<file path="src/rtl/pixel_stream_reader.sv">
// Pops pixels from a registered-read FIFO through a 2-entry skid buffer and
// emits them as a valid/ready stream tagged with column/row and frame markers.
module pixel_stream_reader #(
  parameter int DW    = 8,
  parameter int IMG_W = 512,
  parameter int IMG_H = 512
) (
  input  logic          CLK,
  input  logic          RST,
  output logic          o_rden,
  input  logic [DW-1:0] i_fifo_data,
  input  logic          i_fifo_empty,
  output logic          o_valid,
  input  logic          i_ready,
  output logic [DW-1:0] o_pixel,
  output logic [11:0]   o_col,
  output logic [11:0]   o_row,
  output logic          o_sol,
  output logic          o_eol,
  output logic          o_sof,
  output logic          o_eof
);

  localparam logic [11:0] COL_LAST = 12'(IMG_W - 1);
  localparam logic [11:0] ROW_LAST = 12'(IMG_H - 1);

  logic [DW-1:0] head_q, head_d;
  logic [DW-1:0] tail_q, tail_d;
  logic [1:0]    occ_q, occ_d;
  logic          inflight_q, inflight_d;
  logic [11:0]   col_q, col_d;
  logic [11:0]   row_q, row_d;

  logic [1:0]    pending;
  logic          xfer;

  // Read issue: slots already committed (buffered + in flight) must leave room
  // for the returning word, counting a pop that happens this same cycle.
  always_comb begin
    // NOTE: every always_comb output gets a default first so no path infers a latch.
    pending = occ_q + {1'b0, inflight_q};
    xfer    = (occ_q != 2'd0) && i_ready;
    o_rden  = 1'b0;
    if (RST && !i_fifo_empty) begin
      o_rden = (pending < 2'd2) || ((pending == 2'd2) && xfer);
    end
  end

  // Skid buffer: head is the output word, tail holds the second entry.
  always_comb begin
    head_d     = head_q;
    tail_d     = tail_q;
    occ_d      = occ_q;
    inflight_d = o_rden;
    unique case ({xfer, inflight_q})
      2'b10: begin
        head_d = tail_q;
        occ_d  = occ_q - 2'd1;
      end
      2'b01: begin
        if (occ_q == 2'd0) head_d = i_fifo_data;
        else               tail_d = i_fifo_data;
        occ_d = occ_q + 2'd1;
      end
      2'b11: begin
        if (occ_q == 2'd1) begin
          head_d = i_fifo_data;
        end else begin
          head_d = tail_q;
          tail_d = i_fifo_data;
        end
      end
      default: ;
    endcase
  end

  always_comb begin
    col_d = col_q;
    row_d = row_q;
    if (xfer) begin
      if (col_q == COL_LAST) begin
        col_d = 12'd0;
        row_d = (row_q == ROW_LAST) ? 12'd0 : row_q + 12'd1;
      end else begin
        col_d = col_q + 12'd1;
      end
    end
  end

  // NOTE: sequential state uses non-blocking assignments so every flop samples pre-edge values.
  always_ff @(posedge CLK) begin
    if (!RST) begin
      occ_q      <= 2'd0;
      inflight_q <= 1'b0;
      col_q      <= 12'd0;
      row_q      <= 12'd0;
    end else begin
      occ_q      <= occ_d;
      inflight_q <= inflight_d;
      col_q      <= col_d;
      row_q      <= row_d;
    end
  end

  // NOTE: pixel storage is not reset; occupancy alone decides what is valid.
  always_ff @(posedge CLK) begin
    head_q <= head_d;
    tail_q <= tail_d;
  end

  always_comb begin
    o_valid = (occ_q != 2'd0);
    o_pixel = head_q;
    o_col   = col_q;
    o_row   = row_q;
    o_sol   = o_valid && (col_q == 12'd0);
    o_eol   = o_valid && (col_q == COL_LAST);
    o_sof   = o_valid && (col_q == 12'd0) && (row_q == 12'd0);
    o_eof   = o_valid && (col_q == COL_LAST) && (row_q == ROW_LAST);
  end

endmodule

</file>
<file path="config.mk">
export PLATFORM = sky130hd
export DESIGN_NAME = pixel_stream_reader
export DESIGN_NICKNAME = d
export VERILOG_FILES = /design/src/rtl/pixel_stream_reader.sv
export SDC_FILE = /design/constraint.sdc
export NUM_CORES = 1
export LEC_CHECK = 0
export CORE_UTILIZATION = 30
export CTS_BUF_LIST = sky130_fd_sc_hd__clkbuf_16
export CTS_CLUSTER_DIAMETER = 150
export DETAILED_ROUTE_END_ITERATION = 10
export PLACE_DENSITY_LB_ADDON = 0.15
export SLEW_MARGIN = 20
export SYNTH_ARGS = -nofsm -noshare
export SYNTH_HDL_FRONTEND = slang
export SYNTH_SLANG_ARGS = --single-unit
</file>
<file path="constraint.sdc">
create_clock -name CLK -period 5.8 [get_ports CLK]
set_clock_uncertainty 0.2 [all_clocks]
set_input_delay 1.45 -clock CLK [delete_from_list [all_inputs] [get_ports CLK]]
set_output_delay 1.45 -clock CLK [all_outputs]
set_load 0.02 [all_outputs]
</file>
; ---- Word-level counts from Yosys, hierarchy flattened
; Cells that the tools add are included.
; Widths: inputs -> output; s select.
[classes]
reduce_logical = 19
n_shift = 0
div = 0
n_lt_le_gt_ge = 1
multipliers = 0
n_addsub = 5
n_eq_ne = 10
bitwise = 0
mux = 10
[op_table]
columns = cell, count
row1 = $mux 8, 4
row2 = $add 12x1->12 const B, 2
row3 = $eq 12x9->1 const B, 2
row4 = $logic_not 12->1, 2
row5 = $mux 12, 2
row6 = $pmux 8 s3, 1
row7 = $pmux 8 s2, 1
row8 = $logic_and 1x1->1, 7
row9 = $eq 2x2->1 const B, 3
row10 = $ne 2x2->1 const B, 3
row11 = $reduce_bool 2->1, 3
row12 = $eq 2x1->1 const B, 2
row13 = $pmux 2 s2, 1
row14 = $reduce_and 2->1, 2
row15 = $reduce_and 3->1, 1
row16 = $reduce_bool 3->1, 1
row17 = $add 2x1->2, 1
row18 = $add 2x1->2 const B, 1
row19 = $logic_not 2->1, 1
row20 = $lt 2x2->1 const B, 1
row21 = $sub 2x1->2 const B, 1
row22 = $logic_not 1->1, 1
row23 = $logic_or 1x1->1, 1
row24 = $mux 1, 1
[word_totals]
wordCells = 51
ram_bits = 0
mem_bits_ro = 0
register_bits = 43
inputBits = 12
latchBits = 0
mem_count = 0
out_inout_bits = 38

; ---- Depth between registers and ports, before layout
[depth]
ltp_word = 5
ltp_mapped = 9
ltp_nobuf = 8

; ---- Least setup slack after synthesis
; No wires, ideal clock.
[synth_path]
path_kind = input to output
from = in i_ready
to = out o_rden
path_stages = 5
path_buffers = 1
required_time_ns = 4.150
slack_ns = 1.822
arrival_time_ns = 2.328
path_cell_list = nand2b_1 -> clkbuf_1 -> nor2_1 -> nor2_1 -> nor3_1
[synth_between]
elab_chain_cells = 4
[synth_lines]
columns = item, line
row1 = "start, declared", 14  ; input logic i_ready,
row2 = $logic_and 1x1->1, 42  ; xfer = (occ_q != 2'd0) && i_ready;
row3 = $logic_and 1x1->1, 45  ; o_rden = (pending < 2'd2) || ((pending == 2'd2) && xfer);
row4 = $logic_or 1x1->1, 45
row5 = $mux 1, 44  ; if (RST && !i_fifo_empty) begin
row6 = "end, declared", 10  ; output logic o_rden,
; Every way passes these cells.

; ---- Worst setup path in the final report
; Same ends and word-level chain as after synthesis.

==> results.py <==
metrics = {
    "outcome": {
        "run_status": "completed",
    },
    "clocking": {
        "h-tree-depth": 2,
        "worstSkewPairLatency_ns": 0.29,
        "cts_hold_buffers": 0,
        "clock_path_buffers": 2,
        "clock_tree.root_cell": "clkbuf_16",
        "cts_bufs_inserted": 5,
        "tritoncts": "built",
        "cts_resized": 0,
        "clock_transition_at_the_registers_of_the_reported_paths_ns": 0.06,
        "cts_setup_buffers": 0,
        "cts_num_sinks": 43,
    },
    "cells_and_area": {
        "layout_cell_share_with_drive_strength_beyond_1_pct": 4.74,
        "final_core_util_pct": 42.0,
        "insertedDiodeCount": 0,
        "mostFrequentLayoutCell": "clkdlybuf4s50_1",
        "synthToLayoutAreaGrowth_pct": 34.1,
        "count_of_nets_after_finishing": 296,
        "instances_no_fill": 370,
        "mostFrequentLayoutCells": "clkdlybuf4s50_1 (49), dfxtp_1 (27), nand2_1 (20)",
        "fillCellCount": 688,
    },
    "route": {
        "route.final.wire_length_microns": 4950,
        "met3_length_microns": 283,
        "dr_wl_met2_microns": 2130,
        "num_vias": 1808,
        "via_per_inst": 4.89,
        "drt.antenna.violating_nets": 0,
        "routedWlPerCell_microns": 13.4,
        "post-route-drc-count": 0,
        "highest-signal-layer": "met4",
        "dr.pass1.iters": 4,
        "met1_length_microns": 2460,
        "dr.first_iter.drc_count": 108,
    },
    "critical_path": {
        "crit_type": "in -> out",
        "cp_arrival_ns": 3.17,
        "crit_family": "buffers and inverters",
        "critical_path_peak_fanout": 12,
        "critical_path.n_buffers_inverters": 2,
        "crit_path_end_kind": "output pin",
        "cp_slowest_stage_delay_ns": 0.63,
        "critical_path_source_type": "input port",
        "critical_path.cell_chain": "clkdlybuf4s50_1, nand2b_1, nor2_1, nor2_1, nor3_1, clkdlybuf4s50_1",
        "worst_path_required_ns": 4.15,
        "cp_slowest_cell": "clkdlybuf4s50_1",
    },
    "sta": {
        "finalCriticalPeriod_ns": 4.82,
        "rsz0062_at_grt": "false",
        "hold_viol": 0,
        "final.setup.worst_slack_ns": 0.982,
        "final-setup-viol-count": 0,
        "timing_worst_slew_pin_value_ns": 0.628,
        "maxSlewHeadroom_pct": 58.1,
        "fmax_ghz": 0.208,
        "slew_viol_final": 0,
        "final_min_period_over_clock_period_pct": 83.1,
        "timing.setup.tns_ns": 0,
    },
    "grt": {
        "total_congestion_overflow": 0,
        "first_global_vias": 1758,
        "grt_usage_pct": 14.4,
        "grt_max_degree": 19,
        "grt_antenna_before_repair": 0,
        "grt_pass1_wl_microns": 8480,
    },
    "floorplanning": {
        "floorplan.core_area_sq_um": 6870,
        "die_h_microns": 86.7,
        "die_x_microns": 86.7,
        "total_die_area_sq_um": 7520,
        "floorplan.rows": 30,
        "floorplan.initialDensity_pct": 31.3,
        "io-pin-count": 50,
    },
    "logic_synthesis": {
        "post_synth_instance_area_sq_um": 2150,
        "post_synth_main_area_contributors": "dfxtp_1 (25%), edfxtp_1 (22%), ha_1 (6.4%)",
        "netlist.top_cell.by_area": "dfxtp_1",
        "synth_xor_area_share_pct": 4.88,
        "synthesis.yosys.warnings": 0,
        "top_cell_type_s_share_of_synthesized_area_pct": 25.1,
        "synth_top_family_by_area": "simple AND/OR/NAND/NOR gates",
        "share_of_synthesized_area_occupied_by_flip_flops_and_latches_pct": 47.4,
        "post_synth_and_or_nand_nor_area_fraction_pct": 25.0,
        "synthAdderAreaFrac_pct": 6.39,
        "post_synth_inst_count": 222,
        "synth_register_bits": 43,
        "yosysUniqueCellTypes": 39,
        "synth_compound_gate_area_share_pct": 10.9,
        "synth_nets": 245,
        "syn_area_per_cell_sq_um": 9.70,
        "synthMuxAreaShare_pct": 1.39,
    },
    "job": {
        "drv.max_cap_violation_count": 0,
    },
    "power": {
        "vdd_drop_max_uv": 155,
        "powerDensity_nw_per_um2": 341,
        "leakagePower_nw": 0.999,
        "power.total_uw": 985,
    },
    "place": {
        "placement.io_buffers": 49,
        "gp_congestion": 0.768,
        "numPlacedInstances": 362,
        "dp_hpwl_microns": 3570,
        "place_worst_setup_slack_ns": 0.995,
    },
    "hold_path": {
        "min-delay-path-class": "reg -> reg",
    },
}
## area by class of cell
class	instances	area, sq um	area share [%]
Sequential cell	43	1020	35.4
Inverter	12	45.0	1.56
Multi-Input combinational cell	160	1050	36.2
Tap cell	96	120	4.16
Clock inverter	3	26.3	0.910
Clock buffer	5	125	4.33
Timing Repair Buffer	51	503	17.4
## path summary, 6_finish.rpt
kind / startpoint / endpoint / slack (ns) / depth (start not counted)
worst max-delay path: i_ready / o_rden / 0.98 / 6
worst min-delay path: o_row[11] / o_row[11] / 0.29 / 2
worst max register to register: occ_q[0] / tail_q[0] / 2.74 / 8
worst min register to register: o_row[11] / o_row[11] / 0.29 / 2
## cells by family after synthesis
logic type                 after synthesis
buffers and inverters                   19
AOI/OAI and AO/OA                       35
DFF                                     43
and+or+nand+nor                         99
muxes                                    3
adders and majority gates               11
xor gates and xnor gates                12
## tightest hold or removal path: cells and delay by family, from the launching register on
| family | cells | cell delay [ns] |
|---|---|---|
| AOI/OAI and AO/OA | 2 | 0.13 |
| DFF | 1 | 0.32 |
## per-layer routing
metal  global-route usage, %  vias to the layer above
li1                        -                      918
met1                    19.9                      832
met2                    21.9                       50
met3                    3.71                        8
met4                    5.00                        0
met5                       0                        -
## cells in the mapped netlist, drive strengths merged
master	count
nand4b	1
nand2b	3
a211oi	2
a22o	8
and3	4
nor2	18
and4	3
and2	2
a221oi	1
clkinv	1
nand4	7
ha	11
dfxtp	27
or3	4
a21oi	14
nor3	7
nor2b	1
nand3	16
nor4	6
edfxtp	16
o32ai	1
clkbuf	2
nand2	20
o22ai	2
or4	5
o31ai	4
nor4b	1
and4b	1
xnor2	6
xor2	6
o21ai	3
inv	11
buf	5
mux2i	3
## where the power goes
part / switching (mW) / internal, mW
combinational: 0.171 / 0.134
sequential: 0.0207 / 0.371
clock: 0.124 / 0.163
total: 0.316 / 0.669
## state kept, by name, indices dropped and copies added (netlist names)
register    flops
inflight_q      1
o_col          12
o_pixel         8
o_row          12
occ_q           2
tail_q          8
## per-stage QoR
| step | instance area (sq um) | hold WS, ns |
|---|---|---|
| after global placement | 2730 | 0.280 |
| after floorplan | 2150 | 0.301 |
| after global routing | 2890 | 0.347 |
| after CTS | 2890 | 0.299 |
| after detailed placement | 2740 | 0.290 |
| final | 2890 | 0.292 |
No activity file was read; power rests on OpenSTA's default activity.
